===== src/rtl/fetch_pkg.sv =====
// Shared definitions for the instruction fetch stage: FSM states, decode field
// positions and default widths.
package fetch_pkg;

    localparam int unsigned ADDR_W_DEF = 12;
    localparam int unsigned DATA_W_DEF = 32;

    localparam int unsigned OP_MSB    = 31;
    localparam int unsigned OP_LSB    = 27;
    localparam int unsigned ALUOP_MSB = 6;
    localparam int unsigned ALUOP_LSB = 2;

    typedef enum logic [1:0] {
        IDLE,
        REQ,
        FULL,
        DISCARD
    } fetch_state_e;

endpackage


===== src/rtl/fetch_pc_reg.sv =====
// Program counter: reset to RESET_PC, jump load has priority over +1 increment
// (wraps modulo 2^ADDR_W).
module fetch_pc_reg
    import fetch_pkg::*;
#(
    parameter int unsigned         ADDR_W   = ADDR_W_DEF,
    parameter logic [ADDR_W-1:0]   RESET_PC = '0
) (
    input  logic              clk,
    input  logic              clr,
    input  logic              load,
    input  logic [ADDR_W-1:0] load_addr,
    input  logic              inc,
    output logic [ADDR_W-1:0] pc
);

    always_ff @(posedge clk or negedge clr) begin
        if (!clr) begin
            pc <= RESET_PC;
        end else if (load) begin
            pc <= load_addr;
        end else if (inc) begin
            pc <= pc + ADDR_W'(1);
        end
    end

endmodule


===== src/rtl/fetch_stage.sv =====
// Instruction fetch stage: one outstanding imem request, single-entry output
// holding register, jump redirect. FETCH_PERF_CNT_EN adds a handshake counter.
module fetch_stage
    import fetch_pkg::*;
#(
    parameter int unsigned         ADDR_W   = ADDR_W_DEF,
    parameter int unsigned         DATA_W   = DATA_W_DEF,
    parameter logic [ADDR_W-1:0]   RESET_PC = 12'd0
) (
    input  logic              clk,
    input  logic              clr,
    output logic              imem_req,
    output logic [ADDR_W-1:0] imem_addr,
    input  logic              imem_valid,
    input  logic [DATA_W-1:0] imem_rdata,
    input  logic              jump_en,
    input  logic [ADDR_W-1:0] jump_target,
    output logic              out_valid,
    input  logic              out_ready,
    output logic [DATA_W-1:0] instr,
    output logic [ADDR_W-1:0] pc_out,
    output logic [4:0]        OP,
    output logic [4:0]        ALUOP
`ifdef FETCH_PERF_CNT_EN
    ,
    output logic [15:0]       fetch_count
`endif
);

    fetch_state_e      state_q;
    fetch_state_e      state_d;
    logic [ADDR_W-1:0] pc;
    logic              capture;

    fetch_pc_reg #(
        .ADDR_W   (ADDR_W),
        .RESET_PC (RESET_PC)
    ) u_pc_reg (
        .clk       (clk),
        .clr       (clr),
        .load      (jump_en),
        .load_addr (jump_target),
        .inc       (capture),
        .pc        (pc)
    );

    always_ff @(posedge clk or negedge clr) begin
        if (!clr) begin
            state_q <= IDLE;
        end else begin
            state_q <= state_d;
        end
    end

    // A jump with a request still in flight must swallow the stale response.
    always_comb begin
        state_d   = state_q;
        imem_req  = 1'b0;
        out_valid = 1'b0;
        capture   = 1'b0;
        case (state_q)
            IDLE: begin
                state_d = REQ;
            end
            REQ: begin
                imem_req = 1'b1;
                if (jump_en) begin
                    state_d = imem_valid ? REQ : DISCARD;
                end else if (imem_valid) begin
                    capture = 1'b1;
                    state_d = FULL;
                end
            end
            FULL: begin
                out_valid = 1'b1;
                if (jump_en || out_ready) begin
                    state_d = REQ;
                end
            end
            DISCARD: begin
                if (imem_valid) begin
                    state_d = REQ;
                end
            end
            default: begin
                state_d = IDLE;
            end
        endcase
    end

    assign imem_addr = pc;

    always_ff @(posedge clk or negedge clr) begin
        if (!clr) begin
            instr  <= '0;
            pc_out <= '0;
        end else if (capture) begin
            instr  <= imem_rdata;
            pc_out <= pc;
        end
    end

    assign OP    = instr[OP_MSB:OP_LSB];
    assign ALUOP = instr[ALUOP_MSB:ALUOP_LSB];

`ifdef FETCH_PERF_CNT_EN
    always_ff @(posedge clk or negedge clr) begin
        if (!clr) begin
            fetch_count <= '0;
        end else if (out_valid && out_ready) begin
            fetch_count <= fetch_count + 16'd1;
        end
    end
`endif

endmodule


===== config.mk =====
export PLATFORM = sky130hd
export DESIGN_NAME = fetch_stage
export DESIGN_NICKNAME = d
export VERILOG_FILES = /design/src/rtl/fetch_pkg.sv /design/src/rtl/fetch_pc_reg.sv /design/src/rtl/fetch_stage.sv
export SDC_FILE = /design/constraint.sdc
export NUM_CORES = 1
export LEC_CHECK = 0
export CAP_MARGIN = 20
export CORE_ASPECT_RATIO = 1.5
export CORE_MARGIN = 2
export CORE_UTILIZATION = 35
export CTS_BUF_LIST = sky130_fd_sc_hd__clkbuf_4
export DETAILED_ROUTE_END_ITERATION = 16
export PLACE_DENSITY = 0.71
export RECOVER_POWER = 50
export SETUP_SLACK_MARGIN = 0.15
export SYNTH_ARGS = -nofsm -noshare
export SYNTH_HDL_FRONTEND = slang
export SYNTH_SLANG_ARGS = --single-unit

===== constraint.sdc =====
create_clock -name clk -period 2.1 [get_ports clk]
set_clock_uncertainty 0.2 [all_clocks]
set_input_delay 0.42 -clock clk [delete_from_list [all_inputs] [get_ports clk]]
set_output_delay 0.42 -clock clk [all_outputs]
set_load 0.1 [all_outputs]

Word level (Yosys, flattened, before mapping)
Index checks and enable logic that the tools add are counted.
{"block": "classes", "addsub": 1, "eq_ne": 6, "mux": 13, "n_reduce_logical": 4}
{"cell": "12-bit 2-to-1 mux", "n": 2}
{"cell": "12-bit by 1-bit adder with 12-bit output, second input constant", "n": 1}
{"cell": "2-bit 2-to-1 mux", "n": 5}
{"cell": "2-bit case mux with 4 select lines", "n": 1}
{"cell": "1-bit 2-to-1 mux", "n": 5}
{"cell": "2-bit == test, second input constant", "n": 2}
{"cell": "2-bit != test, second input constant", "n": 2}
{"cell": "3-bit != test, second input constant", "n": 1}
{"cell": "3-bit AND reduction", "n": 1}
{"cell": "2-bit by 1-bit == test with 1-bit output, second input constant", "n": 1}
{"cell": "2-bit logical NOT", "n": 1}
{"cell": "2-bit nonzero test", "n": 1}
{"cell": "1-bit logical OR", "n": 1}
{"block": "word_totals", "regBits": 58, "out_inout_bits": 68}

Longest topological paths before layout
Gate-level depths: netlist of the first run.
{"block": "logic_depth", "depth_word": 5, "depth_mapped": 6, "depth_no_buf": 5}

Hierarchy
Synthesis of the first run repeated with hierarchy kept, for this count alone.
{"block": "unflattened", "hier_cells": 185, "area_unflattened_um2": 2511.2}
{"mod": "fetch_stage", "n_inst": 1, "cells_per_inst": 113, "area_per_inst_um2": 1839.3}
{"mod": "fetch_pc_reg", "n_inst": 1, "cells_per_inst": 72, "area_per_inst_um2": 671.9}

Worst setup path before layout of the first run
No wires, ideal clock.
{"block": "synth_timing", "kind": "reg-to-reg", "startpoint": "register state_q[0]", "endpoint": "register state_q[0]", "t_arrival_ns": 2.093, "t_required_ns": 1.769, "path_slack_ns": -0.324, "path_stages_with_launch": 4, "path_buffers": 0, "path_cell_list": "dfrtp_1 nor2b_1 nor2b_1 o21bai_1"}
{"block": "synth_between", "elab_chain_cells": 3}
{"element": "from (decl)", "line": "fetch_stage.sv:30", "source": "fetch_state_e state_q;"}
{"element": "from (signal assigned)", "line": "fetch_stage.sv:51", "source": "state_q <= state_d;"}
{"element": "2-bit by 1-bit == test with 1-bit output / 2-bit == test (equally long branches)", "line": "fetch_stage.sv:61", "source": "case (state_q)"}
{"element": "3-bit != test (no source line) / 2-bit != test (equally long branches)"}
{"element": "3-bit AND reduction (no source line)"}
Parallel ways exist; a longest one is shown, timed or not.
A chain may end at the register's enable or synchronous reset.

Worst setup path in the final report of the first run
{"block": "layout_timing", "startpoint": "register state_q[1]", "endpoint": "output port imem_req"}
{"block": "layout_between", "elab_chain_cells": 2}
{"element": "2-bit by 1-bit == test with 1-bit output", "line": "fetch_stage.sv:61"}
{"element": "1-bit 2-to-1 mux", "line": "fetch_stage.sv:61"}
{"element": "to (decl)", "line": "fetch_stage.sv:12", "source": "output logic imem_req,"}
Every way passes these cells.

==> out/qor.csv, run 1 <==
stage;metric;value;unit
clocking;H-tree levels;3;
global_routing;first-pass GRT wire length;9.929;mm
timing;final setup fails;0;
floorplan;Die ar.;7849;um^2
timing;Worst-Margin Slew;0.5673;ns
finish;share of layout cells above drive strength 1;50.48;%
finish;commonest non-fill, non-tap cell in the layout;clkdlybuf4s50_1;
detailed_routing;Detail Route Antenna Nets;0;
finish;Ant. Diodes;0;
yosys;post-synthesis area per instance;13.23;um^2
finish;Post-Layout Cell Count;389;
placed_design;pre-CTS setup slack;-0.03156;ns
clocking;Root Driver;clkbuf_4;
worst_setup_path;Worst Path Arrival;1.27;ns
yosys;Post-Syn Instances;189;
global_routing;initial antenna violation count;0;
floorplan;Starting Density;36.24;%
timing;Relative slew margins;62.34;%
yosys;Seq/Total Area, Yosys;58.06;%
placed_design;dpl cells;372;
clocking;clk slew on worst S/H paths;0.10;ns
yosys;number of synthesis warnings;0;
timing;Period minus WS final;1.895;ns
timing;fin. max-slew vios;0;
worst_setup_path;Crit. End Element;primary output;
detailed_routing;length of routed met2 wiring;3.179;mm
yosys;flops & latches, synth;58;
placed_design;port buffer count;116;
clocking;clk_lat worst skew;0.39;ns
floorplan;chip width;73.01;um
global_routing;pin count of the biggest net entering global routing;27;
detailed_routing;Metal-1 WL;2.379;mm
timing;RSZ-0062 raised after global routing;no;
clocking;clock sinks;58;
detailed_routing;routed wire length;6.114;mm
detailed_routing;max layer used;met4;
timing;Fin Setup TNS;0;ns
timing;Max Fclk;527.8;MHz
yosys;post-synthesis cell type count;31;
clocking;CTS buffer count;9;
floorplan;Std-Cell Rows;37;
floorplan;core box area;6898;um^2
detailed_routing;Initial DRT Pass Iterations;4;
detailed_routing;wire length on met3;441;um
floorplan;top-level port count;117;
clocking;Bufs on Longest Clock Path;2;
power;Max IR drop VDD;0.9338;mV
global_routing;GRT Total Usage;16.55;%
clocking;TritonCTS clock tree;yes;
hold_path;worst hold path class;in2async;
flow_run;MaxCap Viol Count;0;
timing;final hold violation count;0;
detailed_routing;via count;1869;
finish;Layout area overhead;63.21;%
finish;nets;356;
power;P per Cell Area;1550;nW/um^2
detailed_routing;Initial DRC Count;76;
timing;Final WS setup;0.2053;ns
detailed_routing;DRC viols;0;
worst_setup_path;worst-path maximum fanout;7;
worst_setup_path;CP Launch Type;flop;
placed_design;Final GP Congestion;0.7973;
detailed_routing;wire per inst;15.72;um
global_routing;vias in the first global route;1987;
worst_setup_path;WS Path Type;reg2out;
finish;most frequent cells in the layout;clkdlybuf4s50_1, mux2_2, buf_12;
floorplan;Die Span Y;107.5;um
yosys;Syn Nets;239;
power;Lkg Pwr;0.001773;uW
worst_setup_path;Critical Path RT;1.48;ns
timing;final period utilization;90.22;%
placed_design;dpl hpwl;4.741;mm
detailed_routing;via/cell ratio;4.805;
run_status;status;finished, final reports clean;
yosys;Synth Cell Area;2500;um^2
global_routing;Overflow after GRT;0;
## sequential cells by signal, summed over array words and instances, names as in the netlist
register	count
u_pc_reg.pc	12
state_q	2
pc_out	12
instr	32
## worst max-delay path, stage by stage (launching register included)
cell     delay, ns
dfrtp_2       0.45
and2b_1       0.25
buf_12        0.18
## cell families (layout without fill, tap and decap cells)
kind of cell | Yosys count | after routing | synth area share, %
xor gates and xnor gates | 9 | 9 | 3.153
adders and majority gates | 1 | 1 | 0.5004
muxes | 45 | 45 | 20.22
and+or+nand+nor | 38 | 38 | 8.358
DFF | 58 | 58 | 58.06
buffers and inverters | 23 | 145 | 6.056
AOI/OAI and AO/OA | 15 | 15 | 3.654
## routing by layer
layer / track usage, % / vias up
met5: 0 / -
li1: - / 882
met2: 28.19 / 87
met4: 7.937 / 0
met1: 19.06 / 889
met3: 3.933 / 11
## report_power, final
group	internal [uW]	switching (uW)	leakage (uW)	total, uW
sequential	1410	286	0.000671	1700
combinational	1090	2880	0.00103	3960
clock	275	388	0.0000685	662
total	2770	3550	0.00177	6330
## repair_timing
action | in CTS | in global routing
hold buffers | 1 | 0
hold endpoints to repair | 58 | 0
setup buffers | 0 | 0
endpoints found under the setup margin | 0 | 1
gates resized for setup | 0 | 1
## path summary, 6_finish.rpt
check                                        from                         end  slack [ns]  depth (start not counted)
hold reg to reg             pc_out[5]$_DFFE_PN0P_       pc_out[5]$_DFFE_PN0P_        0.31                          1
min in group clk            pc_out[5]$_DFFE_PN0P_       pc_out[5]$_DFFE_PN0P_        0.31                          1
max in group asynchronous                     clr  u_pc_reg.pc[3]$_DFFE_PN0P_        0.53                          3
setup / recovery           state_q[1]$_DFFE_PN0P_                    imem_req        0.21                          2
setup reg to reg           state_q[1]$_DFFE_PN0P_       pc_out[8]$_DFFE_PN0P_        0.35                          3
hold / removal                                clr       instr[14]$_DFFE_PN0P_        0.29                          2
## layout make-up
class / instances / area (um^2)
clock buffer: 12 / 90.09
clock inverter: 4 / 18.77
fill: 555 / 2818
inverter: 4 / 15.01
multi-input combinational: 108 / 899.6
sequential: 58 / 1475
tap: 78 / 97.59
timing repair buffer: 125 / 1484
## synth_stat cells
master    number  area, um^2
and3b_1        1       8.760
nand4_2        1       12.51
nand2_1       16       60.06
dfrtp_1       58        1451
xor2_1         4       35.03
mux2i_1        1       10.01
and2b_1        1       7.510
and4bb_1       1       12.51
xnor2_1        5       43.79
nand4_1        2       12.51
and4_4         1       11.26
buf_4         15       112.6
nor3_1         1       5.000
nand3b_1       1       7.510
o211ai_1       2       15.01
nand4b_1       1       8.760
a211o_1        1       8.760
a311o_1        1       10.01
buf_6          1       11.26
o21ai_0       10       50.05
nor2b_1        2       12.51
nand3_1        4       20.02
and3_1         1       6.260
nor2_1         3       11.26
clkbuf_1       2       7.510
o21bai_1       1       7.510
mux2_2        44       495.5
inv_1          4       15.01
buf_2          1       5.000
nor4_1         2       12.51
ha_1           1       12.51
## metrics by stage
step / power [uW] / instance area (um^2) / hold slack (ns) / util (%)
6_report: 6326 / 4080 / 0.2945 / 59.15
5_1_grt: 6536 / 4080 / 0.3224 / 59.15
4_1_cts: 7015 / 4527 / 0.1809 / 65.63
3_5_place_dp: 6350 / 4408 / 0.08362 / 63.90
3_3_place_gp: 6296 / 4408 / 0.07822 / 63.90
2_1_floorplan: 4542 / 2525 / -0.07559 / -
Power figures use the tool's default switching activity.
==> run 2: changes to the inputs <==
CORE_UTILIZATION = 42   (was 35)
PLACE_DENSITY = 0.83   (was 0.71)
==> out/qor.csv, run 2 (synthesis results as in run 1) <==
stage;metric;value;unit
run_status;status;finished, final reports clean;
finish;number of flip-flops in the largest register;32;
worst_setup_path;CP Launch Type;flop;
global_routing;initial antenna violation count;0;
floorplan;Die Span Y;98.49;um
finish;most frequent cells in the layout;clkdlybuf4s50_1, mux2_2, buf_12;
timing;Period minus WS final;1.884;ns
clocking;clk slew on worst S/H paths;0.10;ns
finish;Ant. Diodes;0;
power;P per Cell Area;1604;nW/um^2
clocking;Bufs on Longest Clock Path;2;
timing;fin. max-slew vios;0;
floorplan;Starting Density;43.21;%
hold_path;WHS Endpoint;instr[18]$_DFFE_PN0P_;
finish;fin util;71.43;%
worst_setup_path;Worst Path Arrival;1.97;ns
global_routing;GRT Total Usage;21.30;%
finish;Fill cells;381;
hold_path;hold_sp;instr[18]$_DFFE_PN0P_;
timing;Worst-Margin Slew;0.6147;ns
placed_design;dpl hpwl;5.154;mm
clocking;CTS buffer count;9;
clocking;clock sinks;58;
global_routing;first-pass GRT wire length;10.45;mm
finish;commonest non-fill, non-tap cell in the layout;clkdlybuf4s50_1;
global_routing;vias in the first global route;2072;
floorplan;Std-Cell Rows;34;
worst_setup_path;reg-to-reg slack, setup;0.22;ns
finish;nets;355;
detailed_routing;Detail Route Antenna Nets;0;
timing;Max Fclk;530.8;MHz
floorplan;top-level port count;117;
detailed_routing;Initial DRT Pass Iterations;4;
worst_setup_path;r2r endpoint;instr[16]$_DFFE_PN0P_;
placed_design;placed instance area;4398;um^2
timing;Relative slew margins;59.02;%
worst_setup_path;worst-path maximum fanout;29;
timing;final hold violation count;0;
placed_design;port buffer count;116;
power;Max IR drop VDD;0.7986;mV
detailed_routing;routed wire length;6.703;mm
worst_setup_path;worst reg2reg path depth;4;
finish;biggest regs;instr: 32 flops, pc_out: 12 flops, u_pc_reg.pc: 12 flops;
power;Lkg Pwr;0.001791;uW
flow_run;MaxCap Viol Count;0;
global_routing;pin count of the biggest net entering global routing;35;
worst_setup_path;Crit. End Element;flop;
finish;largest register by flop count;instr;
global_routing;Overflow after GRT;0;
hold_path;worst hold path class;reg2reg;
timing;final period utilization;89.71;%
finish;share of layout cells above drive strength 1;50.32;%
detailed_routing;via/cell ratio;4.921;
detailed_routing;wire per inst;17.55;um
clocking;H-tree levels;3;
worst_setup_path;WS Path Type;reg2reg;
finish;Layout area overhead;65.32;%
detailed_routing;DRC viols;0;
clocking;clk_lat worst skew;0.40;ns
power;overall power;6628;uW
timing;RSZ-0062 raised after global routing;no;
floorplan;chip width;66.99;um
worst_setup_path;worst reg2reg path startpoint;state_q[1]$_DFFE_PN0P_;
timing;final setup fails;0;
clocking;TritonCTS clock tree;yes;
detailed_routing;via count;1880;
placed_design;Final GP Congestion;0.7151;
floorplan;Die ar.;6598;um^2
floorplan;core box area;5786;um^2
worst_setup_path;Critical Path RT;2.18;ns
hold_path;hold depth;1;
clocking;Root Driver;clkbuf_4;
finish;design area;4133;um^2
detailed_routing;Initial DRC Count;61;
run 2: cell count changes in the layout (fill, tap and decap cells not counted), sizes merged:
| cell | before | now |
|---|---|---|
| buf | 43 | 44 |
| bufinv | 0 | 2 |
| clkbuf | 46 | 42 |
| clkinv | 4 | 3 |
| clkinvlp | 0 | 1 |
run 2: final cells by class:
cell class,count,area [um^2],share of cell area (%)
timing repair buffer,124,1496,36.21
sequential,58,1474,35.66
multi-input combinational,108,900.9,21.80
tap,72,90.09,2.180
clock inverter,6,81.33,1.968
clock buffer,10,75.07,1.817
inverter,4,15.01,0.3633
run 2: timing repair:
action,CTS,global route
endpoints found under the hold margin,24,0
resized for setup,0,2
hold buffers,1,0
setup endpoints to repair,0,2
setup buffers,0,1
run 2: worst max-delay path by stage:
stage / from / endpoint / slack, ns / cells past startpoint
after floorplan: u_pc_reg.pc[8]$_DFFE_PN0P_ / u_pc_reg.pc[11]$_DFFE_PN0P_ / 0.16 / 3
after global placement: jump_en / instr[15]$_DFFE_PN0P_ / -0.01 / 4
after detailed placement: jump_en / instr[4]$_DFFE_PN0P_ / -0.07 / 4
after CTS: state_q[1]$_DFFE_PN0P_ / imem_req / 0.17 / 2
after global routing: clr / instr[4]$_DFFE_PN0P_ / 0.14 / 3
final: state_q[1]$_DFFE_PN0P_ / instr[16]$_DFFE_PN0P_ / 0.22 / 4
run 2: critical path, stage by stage, from the launching register on:
cell	delay (ns)
dfrtp_1	0.44
buf_4	0.15
and4bb_2	0.39
buf_12	0.22
mux2_2	0.36
run 2: layer usage:
| metal | track usage [%] | part of all wire [%] | up-vias |
|---|---|---|---|
| li1 | - | - | 877 |
| met1 | 23.18 | 38 | 904 |
| met2 | 37.00 | 52 | 88 |
| met3 | 5.479 | 8.6 | 11 |
| met4 | 11.15 | 1.6 | 0 |
| met5 | 0 | 0 | - |
run 2: report_power, final:
| part | internal [uW] | switching (uW) | total (uW) |
|---|---|---|---|
| Sequential | 1410 | 303 | 1710 |
| Clock | 488 | 423 | 911 |
| Combinational | 1100 | 2900 | 4000 |
| Total | 3010 | 3620 | 6630 |
run 2: metrics by stage:
| stage | setup slack (ns) | hold slack [ns] | setup TNS, ns | cells |
|---|---|---|---|---|
| 2_1_floorplan | 0.1568 | -0.07559 | 0 | 189 |
| 3_3_place_gp | -0.01308 | 0.2439 | -0.3149 | 364 |
| 3_5_place_dp | -0.07206 | 0.2516 | -1.592 | 364 |
| 4_1_cts | 0.1731 | 0.3343 | 0 | 381 |
| 5_1_grt | 0.1398 | 0.3314 | 0 | 382 |
| 6_report | 0.2161 | 0.3150 | 0 | 382 |
==> run 3: changes to the inputs <==
--- a/constraint.sdc
+++ b/constraint.sdc
@@ -3,3 +3,3 @@
 set_input_delay 0.42 -clock clk [delete_from_list [all_inputs] [get_ports clk]]
 set_output_delay 0.42 -clock clk [all_outputs]
-set_load 0.1 [all_outputs]
+set_load 0.05 [all_outputs]
==> out/qor.csv, run 3 (synthesis results as in run 1) <==
stage;metric;value;unit
clocking;Bufs on Longest Clock Path;2;
finish;Ant. Diodes;0;
timing;final period utilization;90.25;%
timing;worst hold slack;0.3074;ns
worst_setup_path;Crit. Startpoint;instr[4]$_DFFE_PN0P_;
timing;Relative slew margins;49.02;%
placed_design;pre-CTS setup slack;-0.05888;ns
worst_setup_path;Crit path depth;1;
clocking;CTS buffer count;9;
worst_setup_path;worst-path maximum fanout;3;
timing;final hold violation count;0;
power;Lkg Pwr;0.001568;uW
global_routing;pin count of the biggest net entering global routing;59;
global_routing;vias in the first global route;1818;
finish;number of flip-flops in the largest register;32;
placed_design;dpl hpwl;4.141;mm
worst_setup_path;CP max-delay cell;dlygate4sd2_1;
clocking;TritonCTS clock tree;yes;
finish;Multi-input gate area;899.6;um^2
clocking;clk_lat worst skew;0.38;ns
worst_setup_path;worst reg2reg path startpoint;state_q[1]$_DFFE_PN0P_;
global_routing;initial antenna violation count;0;
timing;Worst-Margin Slew;0.7647;ns
placed_design;port buffer count;116;
finish;nets;355;
power;P per Cell Area;1248;nW/um^2
hold_path;worst hold path class;reg2reg;
worst_setup_path;CP Buf/Inv Count;1;
finish;Layout area overhead;45.05;%
worst_setup_path;Critical Path RT;1.48;ns
power;P_int;2427;uW
clocking;H-tree levels;3;
worst_setup_path;reg-to-reg slack, setup;0.35;ns
power;Comb pwr share;47.5;%
worst_setup_path;CP Launch Type;flop;
power;Switching Share;46.39;%
worst_setup_path;WS Path Type;reg2out;
power;switching component of the power;2100;uW
worst_setup_path;Crit path largest cell delay;0.53;ns
worst_setup_path;r2r endpoint;instr[29]$_DFFE_PN0P_;
placed_design;Final GP Congestion;0.7318;
floorplan;Die Span Y;98.49;um
clocking;Root Driver;clkbuf_4;
power;Clk network pwr share;17.6;%
floorplan;top-level port count;117;
clocking;clock sinks;58;
detailed_routing;via/cell ratio;4.846;
global_routing;GRT Total Usage;17.45;%
power;sequential share of power;34.9;%
flow_run;MaxCap Viol Count;0;
finish;share of layout cells above drive strength 1;31.29;%
clocking;clk slew on worst S/H paths;0.09;ns
worst_setup_path;Worst Path Arrival;1.28;ns
timing;fin. max-slew vios;0;
timing;RSZ-0062 raised after global routing;yes;
finish;biggest regs;instr: 32 flops, pc_out: 12 flops, u_pc_reg.pc: 12 flops;
finish;Fill cells;518;
detailed_routing;routed wire length;5.528;mm
power;Max IR drop VDD;0.6506;mV
detailed_routing;Detail Route Antenna Nets;0;
finish;register area;1451;um^2
floorplan;Starting Density;43.21;%
floorplan;chip width;66.99;um
worst_setup_path;CP Capture Point;ALUOP[2];
floorplan;Std-Cell Rows;34;
power;overall power;4527;uW
worst_setup_path;delay-heaviest family, CP;buffers and inverters;
detailed_routing;wire per inst;14.47;um
run_status;status;finished, final reports clean;
finish;most frequent cells in the layout;dfrtp_1, clkdlybuf4s50_1, mux2_2;
timing;Max Fclk;527.6;MHz
global_routing;first-pass GRT wire length;8.535;mm
floorplan;Die ar.;6598;um^2
worst_setup_path;crit path cell chain;dlygate4sd2_1;
floorplan;core box area;5786;um^2
detailed_routing;Initial DRT Pass Iterations;4;
timing;Final WS setup;0.2047;ns
finish;largest register by flop count;instr;
clocking;# Post-CTS Setup Buffers;0;
timing;Fin Setup TNS;0;ns
detailed_routing;Initial DRC Count;54;
timing;final setup fails;0;
detailed_routing;DRC viols;0;
worst_setup_path;Crit. End Element;primary output;
worst_setup_path;worst reg2reg path depth;3;
detailed_routing;via count;1851;
finish;commonest non-fill, non-tap cell in the layout;dfrtp_1;
timing;Period minus WS final;1.895;ns
global_routing;Overflow after GRT;0;
run 3: cell types whose count changed in the layout (fill, tap and decap cells not counted), moves of 18 or more:
cell,before,now
buf_4,2,25
buf_12,42,5
dfrtp_1,40,58
clkbuf_1,2,28
clkbuf_2,29,1
dfrtp_2,18,0
run 3: worst min path at each step:
stage,from,end,slack [ns],cells after the start
detailed placement,clr,instr[17]$_DFFE_PN0P_,0.24,2
floorplan,clr,instr[0]$_DFFE_PN0P_,-0.08,0
finish,instr[13]$_DFFE_PN0P_,instr[13]$_DFFE_PN0P_,0.31,1
CTS,instr[13]$_DFFE_PN0P_,instr[13]$_DFFE_PN0P_,0.31,1
global route,instr[21]$_DFFE_PN0P_,instr[21]$_DFFE_PN0P_,0.32,1
global placement,clr,instr[17]$_DFFE_PN0P_,0.25,2
run 3: routing by layer:
layer | global-route usage, % | routed length [um]
met4 | 6.593 | 56
met3 | 6.393 | 468
met1 | 19.57 | 2158
met2 | 29.69 | 2844
met5 | 0 | 0
run 3: cell type report:
type                            count  area share (%)
Clock buffer                       13           2.692
Clock inverter                      3           1.104
Inverter                            4          0.4141
Multi-Input combinational cell    108           24.81
Sequential cell                    58           40.03
Tap cell                           72           2.484
Timing Repair Buffer              124           28.47
run 3: per-stage QoR:
step | util (%) | cell area, um^2 | std cells
CTS | 64.55 | 3735 | 382
finish | 62.67 | 3626 | 382
global route | 62.67 | 3626 | 382
detailed placement | 62.35 | 3607 | 365
global placement | 62.35 | 3607 | 365
floorplan | - | 2500 | 189
run 3: timing repair:
action	in CTS	in global routing
endpoints found under the setup margin	16	12
hold endpoints to repair	58	0
hold buffers	1	0
gates resized for setup	16	11
run 3: power by group through the flow:
stage,registers [uW],clock network [uW],logic (uW)
2_1_floorplan,2580,0,638
3_3_place_gp,1600,0,2340
3_5_place_dp,1610,0,2360
4_1_cts,1590,832,2300
5_1_grt,1630,878,2240
6_report,1580,798,2150
